## config.mk

```make
export PLATFORM = sky130hd
export DESIGN_NAME = gray_tracker
export DESIGN_NICKNAME = d
export VERILOG_FILES = /design/src/rtl/gray_pkg.sv /design/src/rtl/gray2bin.sv /design/src/rtl/gray_tracker.sv
export SDC_FILE = /design/constraint.sdc
export NUM_CORES = 1
export LEC_CHECK = 0
export ABC_AREA = 1
export BUFFER_PORTS_ARGS = -buffer_cell sky130_fd_sc_hd__buf_2
export CAP_MARGIN = 20
export CORE_ASPECT_RATIO = 1.1
export CORE_MARGIN = 5
export CORE_UTILIZATION = 25
export DETAILED_ROUTE_END_ITERATION = 7
export GPL_ROUTABILITY_DRIVEN = 0
export PLACE_DENSITY = 0.45
export SETUP_SLACK_MARGIN = 0.05
export SLEW_MARGIN = 40
export SYNTH_ARGS = -nofsm -noshare
export SYNTH_HDL_FRONTEND = slang
export SYNTH_HIERARCHICAL = 1
export SYNTH_SLANG_ARGS = --single-unit
```

## constraint.sdc

```tcl
create_clock -name clk -period 3.83 [get_ports clk]
set_input_delay 0.1915 -clock clk [delete_from_list [all_inputs] [get_ports clk]]
set_output_delay 0.1915 -clock clk [all_outputs]
set_load 0.05 [all_outputs]
```

## src/rtl/gray_pkg.sv

```systemverilog
// Shared Gray-code definitions: tracker FSM encodings, default width and the
// binary-to-Gray encoder used by Gray sources and test stimulus.
package gray_pkg;

  localparam int DEFAULT_WIDTH = 4;

  typedef enum logic [1:0] {
    EMPTY = 2'd0,
    TRACK = 2'd1,
    FAULT = 2'd2
  } state_t;

  // Encoder sized for the widest legal code; callers take the low WIDTH bits.
  function automatic logic [15:0] bin2gray(input logic [15:0] b);
    return b ^ (b >> 1);
  endfunction

endpackage

```

## src/rtl/gray2bin.sv

```systemverilog
// Purely combinational reflected-binary Gray to binary conversion (XOR chain
// from the MSB down); zero latency, no flow control.
module gray2bin #(
  parameter int WIDTH = gray_pkg::DEFAULT_WIDTH
) (
  input  logic [WIDTH-1:0] gray,
  output logic [WIDTH-1:0] bin
);

  always_comb begin
    bin = '0;
    bin[WIDTH-1] = gray[WIDTH-1];
    for (int i = WIDTH - 2; i >= 0; i--) begin
      bin[i] = bin[i+1] ^ gray[i];
    end
  end

endmodule

```

## src/rtl/gray_tracker.sv

```systemverilog
// Tracks a Gray-coded position: converts samples, flags +/-1 steps, counts wraps
// and latches illegal jumps. 1-cycle latency; no backpressure, every sample accepted.
module gray_tracker
  import gray_pkg::*;
#(
  parameter int WIDTH = DEFAULT_WIDTH
) (
  input  logic             clk,
  input  logic             rst_n,
  input  logic             in_valid,
  input  logic [WIDTH-1:0] gray_in,
  input  logic             clr_err,
  output logic             out_valid,
  output logic [WIDTH-1:0] bin_out,
  output logic             dir_up,
  output logic             dir_dn,
  output logic             err,
  output logic [3:0]       rev_cnt
);

  localparam logic [WIDTH-1:0] ONE  = WIDTH'(1);
  localparam logic [WIDTH-1:0] ONES = '1;

  state_t           state, state_nxt;
  logic [WIDTH-1:0] bin_new;
  logic [WIDTH-1:0] delta;
  logic             out_valid_nxt, dir_up_nxt, dir_dn_nxt, err_nxt;
  logic [WIDTH-1:0] bin_nxt;
  logic [3:0]       rev_nxt;

  gray2bin #(.WIDTH(WIDTH)) u_gray2bin (
    .gray (gray_in),
    .bin  (bin_new)
  );

  // bin_out doubles as the stored reference sample.
  assign delta = bin_new - bin_out;

  always_comb begin
    state_nxt     = state;
    out_valid_nxt = 1'b0;
    dir_up_nxt    = 1'b0;
    dir_dn_nxt    = 1'b0;
    err_nxt       = err;
    bin_nxt       = bin_out;
    rev_nxt       = rev_cnt;

    unique case (state)
      EMPTY: begin
        if (in_valid) begin
          out_valid_nxt = 1'b1;
          bin_nxt       = bin_new;
          state_nxt     = TRACK;
        end
      end
      TRACK: begin
        if (in_valid) begin
          out_valid_nxt = 1'b1;
          bin_nxt       = bin_new;
          if (delta == ONE) begin
            dir_up_nxt = 1'b1;
            if (bin_out == ONES) rev_nxt = rev_cnt + 4'd1;
          end else if (delta == ONES) begin
            dir_dn_nxt = 1'b1;
            if (bin_out == '0) rev_nxt = rev_cnt - 4'd1;
          end else if (delta != '0) begin
            err_nxt   = 1'b1;
            state_nxt = FAULT;
          end
        end
      end
      FAULT: begin
        // A coincident sample is still taken as the new reference, unchecked.
        if (clr_err) begin
          err_nxt   = 1'b0;
          state_nxt = TRACK;
        end
        if (in_valid) begin
          out_valid_nxt = 1'b1;
          bin_nxt       = bin_new;
        end
      end
      default: state_nxt = EMPTY;
    endcase
  end

  always_ff @(posedge clk) begin
    if (!rst_n) begin
      state     <= EMPTY;
      out_valid <= 1'b0;
      bin_out   <= '0;
      dir_up    <= 1'b0;
      dir_dn    <= 1'b0;
      err       <= 1'b0;
      rev_cnt   <= 4'd0;
    end else begin
      state     <= state_nxt;
      out_valid <= out_valid_nxt;
      bin_out   <= bin_nxt;
      dir_up    <= dir_up_nxt;
      dir_dn    <= dir_dn_nxt;
      err       <= err_nxt;
      rev_cnt   <= rev_nxt;
    end
  end

endmodule

```

==> reports/qor.yml, run 1 <==
antenna-diode-count: 0
cts-root-buf: "clkbuf_8"
fin_util_pct: 31.7
min_path_type: "in -> reg"
fin_cells: 216
fin_hold_ws_ns: 0.226
drive_above_1_share_pct: 22.9
die_area_um2: 5230
path_class: "in -> reg"
yosysWarnings: 6
dp_hpwl_mm: 1.75
drt_wl_total_mm: 2.16
yosys.area.top_type: "dfxtp_1"
area_growth_pct: 20.4
portBuffers: 19
min_period_ns: 2.68
drv_slew: 0
multi_input_area_um2: 562
cts_buffer_depth: 2
netlist-cell-type-count: 24
core_area_um2: 3680
drc: 0
fmax_ghz: 0.374
vdd_ir_drop_max_mv: 0.0989
maxSlewHeadroom_pct: 76.9
seq_area_frac_synth_pct: 28.9
min_from: "clr_err"
drt_iter0_markers: 45
syn-num-nets: 159
overflow: 0
crit_start: "gray_in[3]"
nets: 181
cp.required_ns: 3.98
place_area_um2: 1110
clk_pin_slew_ns: 0.06
setup_violations: 0
rows: 23
first_global_vias: 922
register_area_um2: 280
htree_levels: 1
ctsHoldBuffers: 0
numCtsBuffers: 3
start_util_pct: 26.3
synthTopCellsByCount: "nand2_1 (36), inv_1 (28), dfxtp_1 (14)"
track_usage_pct: 9.38
netlist.area_leader.share_pct: 28.9
synth_most_common_cell: "nand2_1"
cts_sinks: 14
ys_top_cells_by_area: "dfxtp_1 (29%), nand2_1 (14%), inv_1 (11%)"
fin_crit_sh_pct: 69.9
post_synth_instance_area_um2: 970
synth_cells: 145
maxCapViolations: 0
ys_ff_latch: 14
synth_ff_type: "dfxtp_1"
worstSetupEndpointType: "flip-flop"
setup_ws_ns: 1.15
ant_nets: 0
start_kind: "primary input"
wire_per_inst_um: 10.0
dp.cells: 212
via_per_inst: 4.25
power_density_nw_per_um2: 383
synth_edf_count: 0
die_width_um: 69.4
post_cts_buffers: 0
critPathArrivalTime_ns: 2.83
critPathMaxFanout: 10
fin_area_um2: 1170
rsz0062_at_grt: "no"
r2r_start: "bin_out[0]"
hold_viol_final: 0
drt-pass1-iter-count: 4
max_slew.worst_pin.slew_ns: 0.343
num-fill-cells: 433
fin_skew_ns: 0.000968
power.total_uw: 447
async_flop_share_pct: 0
avgSynthCellArea_um2: 6.69
dr_total_vias: 917
grt_max_degree: 11
io_pins: 20
die_y_um: 75.3
outcome: "finished, final reports clean"
preCtsSetupSlack_ns: 0.880
antenna_found_initial: 0
p_leak_nw: 0.599
cts_tree: "done"
grt_pass1_wl_mm: 3.94
tns_ns: 0
clkLatencyLatePin_ns: 0.25
cts-resized-gates: 0
[worst paths after layout]
path,slack (ns),end,depth (start not counted)
setup / recovery,1.15,rev_cnt[3],19
setup reg to reg,1.28,rev_cnt[3],12
hold reg to reg,0.47,err,2
hold / removal,0.23,err,4
[power by group]
part / total, mW / switching (mW) / internal, mW / leakage (nW)
clock network: 0.148 / 0.0566 / 0.0912 / 0.0288
registers: 0.163 / 0.00834 / 0.154 / 0.115
logic: 0.136 / 0.0935 / 0.0429 / 0.456
total: 0.447 / 0.158 / 0.289 / 0.599
[state kept, by name, indices dropped and copies added (netlist names)]
signal,cells
bin_out,4
rev_cnt,4
state,2
dir_dn,1
dir_up,1
err,1
out_valid,1
[cells in the final DEF (no fill, tap or decap)]
master,n
a21boi_2,1
a21oi_1,11
buf_2,19
clkbuf_8,4
dfxtp_1,14
fa_1,1
ha_1,5
inv_1,28
inv_2,2
nand2_1,36
nand2_2,4
nand3_1,8
nand3_2,3
nand3_4,1
nand3b_1,1
nand4_1,4
nor2_1,8
nor2_2,2
nor3_1,3
nor4_1,1
o21ai_0,5
o21ai_1,2
o21ai_2,1
xor2_1,1
xor2_2,1
[layout make-up]
cell class                      instances  area share [%]
Timing Repair Buffer                   19            8.15
Multi-Input combinational cell         99            48.1
Clock buffer                            4            4.72
Sequential cell                        14            24.0
Inverter                               30            9.65
Tap cell                               50            5.36
[critical path: stages]
cell	delay (ns)
buf_2	0.13
inv_1	0.07
nand2_1	0.09
nand3_1	0.10
nand3_1	0.07
nand2_1	0.07
inv_1	0.04
ha_1	0.20
fa_1	0.52
inv_1	0.05
nor2_1	0.24
nand3_4	0.19
ha_1	0.38
nand2_1	0.06
nand3b_1	0.18
nand3_1	0.10
nand3_1	0.08
nand2_1	0.06
inv_1	0.03
[layer usage]
metal	track usage (%)	part of all wire (%)	up-vias
li1	-	-	500
met3	1.58	4.7	4
met2	16.1	45	18
met1	10.9	46	395
met5	0	0	-
met4	6.51	3.4	0
[kinds of logic (layout without fill, tap and decap cells)]
kind of cell	count (synthesis)	in the layout	share of synthesized area, %
adders and majority gates	6	6	8.52
DFF	14	14	28.9
AOI/OAI and AO/OA	20	20	11.4
buffers and inverters	32	53	13.2
and+or+nand+nor	71	71	35.5
xor gates and xnor gates	2	2	2.58
Note: power is estimated with default switching activity, not from simulation.
==> run 2: changes to the inputs <==
ABC_AREA = 0   (was 1)
clock period = 2.55 ns   (was 3.83 ns; I/O delays follow)
==> run 2 against run 1 <==
Compared with the run above:
- the run now ends with setup timing left
- count of clock-buffer cells in the layout unchanged
- synthesized cell count decreased by 34%
- cell count decreased by 21%
- critical endpoint unchanged
- largest power group is now combinational logic
==> reports/qor.yml, run 2 <==
fin_skew_ns: 0.00281  # was 0.000968 ns
power_density_nw_per_um2: 586  # was 383 nW/um2
drt_iter0_markers: 9  # was 45
drt-pass1-iter-count: 3  # was 4
cp.required_ns: 2.77  # was 3.98 ns
drv_slew: 0  # unchanged
preCtsSetupSlack_ns: -0.438  # was 0.880 ns
grt_max_degree: 10  # was 11
track_usage_pct: 9.67  # was 9.38%
yosysWarnings: 6  # unchanged
start_util_pct: 25.7  # was 26.3%
area_growth_pct: 51.3  # was 20.4%
setup_ws_ns: -0.0118  # was 1.15 ns
ant_nets: 0  # unchanged
yosys.area.top_type: "dfxtp_1"  # unchanged
drt_wl_total_mm: 2.12  # was 2.16 mm
die_y_um: 71.1  # was 75.3 um
maxSlewHeadroom_pct: 56.4  # was 76.9%
maxCapViolations: 0  # unchanged
numCtsBuffers: 3  # unchanged
critPathArrivalTime_ns: 2.78  # was 2.83 ns
cts_sinks: 14  # unchanged
clk_pin_slew_ns: 0.10  # was 0.06 ns
async_flop_share_pct: 0  # unchanged
nets: 149  # was 181
seq_area_frac_synth_pct: 33.0  # was 28.9%
crit_chain: "buf_6, xor2_4, xor2_1, buf_4, ha_1, nand3b_1, and3_4, or4_4, a211o_1, or4_1, a21oi_1"  # was buf_2, inv_1, nand2_1, nand3_1, nand3_1, nand2_1, inv_1, ha_1, fa_1, inv_1, nor2_1, nand3_4, ha_1, nand2_1, nand3b_1, nand3_1, nand3_1, nand2_1, inv_1
netlist-cell-type-count: 37  # was 24
die_width_um: 65.6  # was 69.4 um
start_kind: "primary input"  # unchanged
fmax_ghz: 0.390
overflow: 0  # unchanged
fin_crit_sh_pct: 100
critPathMaxFanout: 4  # was 10
cts_tree: "done"  # unchanged
slowest_delay_ns: 0.53  # was 0.52 ns
cts_buffer_depth: 2  # unchanged
most-common-layout-cells: "buf_4 (18), buf_2 (17), dfxtp_1 (11)"  # was nand2_1 (36), inv_1 (28), buf_2 (19)
p_leak_nw: 0.556  # was 0.599 nW
synth_cells: 95  # was 145
vdd_ir_drop_max_mv: 0.238  # was 0.0989 mV
min_period_ns: 2.56
crit_slowest_cell: "or4_4"  # was fa_1
ys_ff_latch: 14  # unchanged
hold_viol_final: 0  # unchanged
drive_above_1_share_pct: 45.5  # was 22.9%
dr_total_vias: 831  # was 917
path_class: "in -> reg"  # unchanged
io_pins: 20  # unchanged
min_path_type: "in -> reg"  # unchanged
synthTopCellsByCount: "dfxtp_1 (14), a21oi_1 (12), nor2_1 (9)"  # was nand2_1 (36), inv_1 (28), dfxtp_1 (14)
final_common_cell: "buf_4"  # was nand2_1
wire_per_inst_um: 12.5  # was 10.0 um
synth_ff_type: "dfxtp_1"  # unchanged
core_area_um2: 3300  # was 3680 um2
via_per_inst: 4.89  # was 4.25
tns_ns: -0.0118  # was 0 ns
die_area_um2: 4670  # was 5230 um2
drc: 0  # unchanged
antenna-diode-count: 0  # unchanged
violations: "setup timing"
grt_pass1_wl_mm: 3.56  # was 3.94 mm
dp_hpwl_mm: 1.68  # was 1.75 mm
worstSetupEndpointType: "flip-flop"  # unchanged
setup_violations: 1  # was 0
netlist.area_leader.share_pct: 33.0  # was 28.9%
ys_top_cells_by_area: "dfxtp_1 (33%), ha_1 (7.4%), a21oi_1 (7.1%)"  # was dfxtp_1 (29%), nand2_1 (14%), inv_1 (11%)
synth_most_common_cell: "dfxtp_1"  # was nand2_1
first_global_vias: 769  # was 922
antenna_found_initial: 0  # unchanged
largestRegisters: "bin_out (4), rev_cnt (4), state (2)"  # unchanged
ctsHoldBuffers: 0  # unchanged
post_synth_instance_area_um2: 850  # was 970 um2
syn-num-nets: 109  # was 159
cts-root-buf: "clkbuf_4"  # was clkbuf_8
outcome: "finished, violations left"  # was finished, final reports clean
htree_levels: 1  # unchanged
synth_edf_count: 0  # unchanged
rsz0062_at_grt: "yes"  # was no
clkLatencyLatePin_ns: 0.28  # was 0.25 ns
rows: 22  # was 23
avgSynthCellArea_um2: 8.94  # was 6.69 um2
max_slew.worst_pin.slew_ns: 0.653  # was 0.343 ns
portBuffers: 19  # unchanged
run 2: changes by cell type in the layout (fill, tap and decap cells not counted), sizes merged, moves of 4 or more:
cell	change
nand3	-11
nand2	-36
buf	+17
inv	-24
o21ai	-4
run 2: through the flow:
step	instance area [um2]	std cells	total power, mW	hold WS, ns	util [%]
after floorplan	912	95	0.453	0.249	-
after global placement	1160	164	0.551	0.436	35.0
after detailed placement	1160	164	0.555	0.438	35.0
after CTS	1250	168	0.747	0.133	37.8
after global routing	1280	170	0.808	0.136	38.9
final	1280	170	0.753	0.138	38.9
run 2: final cells by class:
type,count,area [um2]
inverters,7,26.3
multi-input cells,73,654
flip-flops and latches,14,292
well taps,36,45.0
clock buffers,4,36.3
repair buffers,36,231
fillers,343,2020
run 2: worst paths after layout:
check / start / end / slack (ns) / depth (start not counted)
max: gray_in[3] / rev_cnt[3] / -0.01 / 11
min: rst_n / dir_up / 0.14 / 3
max reg2reg: bin_out[2] / rev_cnt[3] / 0 / 8
min reg2reg: rev_cnt[3] / rev_cnt[3] / 0.49 / 2
run 2: kinds of logic after synthesis:
logic type	after synthesis	share of synthesized area (%)
muxes	5	6.19
AOI/OAI and AO/OA	27	20.6
adders and majority gates	6	9.72
buffers and inverters	8	3.98
and+or+nand+nor	27	17.4
xor gates and xnor gates	8	9.13
DFF	14	33.0
run 2: per-layer routing:
layer | GRT usage (%) | share of wire (%) | wire length, um
met2 | 16.1 | 52 | 1110
met1 | 12.2 | 44 | 930
met4 | 2.76 | 0 | 0
met5 | 0 | 0 | 0
met3 | 2.54 | 3.8 | 80
run 2: worst max-delay path: cells and delay by family:
family	cells	cell delay (ns)
AND/OR/NAND/NOR	4	1.36
adder cells (fa/ha/maj)	1	0.26
buffers and inverters	2	0.26
XOR/XNOR	2	0.35
AO/OA/AOI/OAI	2	0.44
run 2: repair_timing:
action / in CTS / in global routing
setup buffers: 0 / 2
resized for setup: 10 / 3
pin swaps: 8 / 2
setup endpoints to repair: 3 / 4
endpoints found under the hold margin: 0 / 0
run 2: power by group:
part	total [mW]	internal [mW]	switching, mW
clock network	0.171	0.0868	0.0839
registers	0.244	0.232	0.0115
logic	0.339	0.153	0.186
total	0.753	0.472	0.281
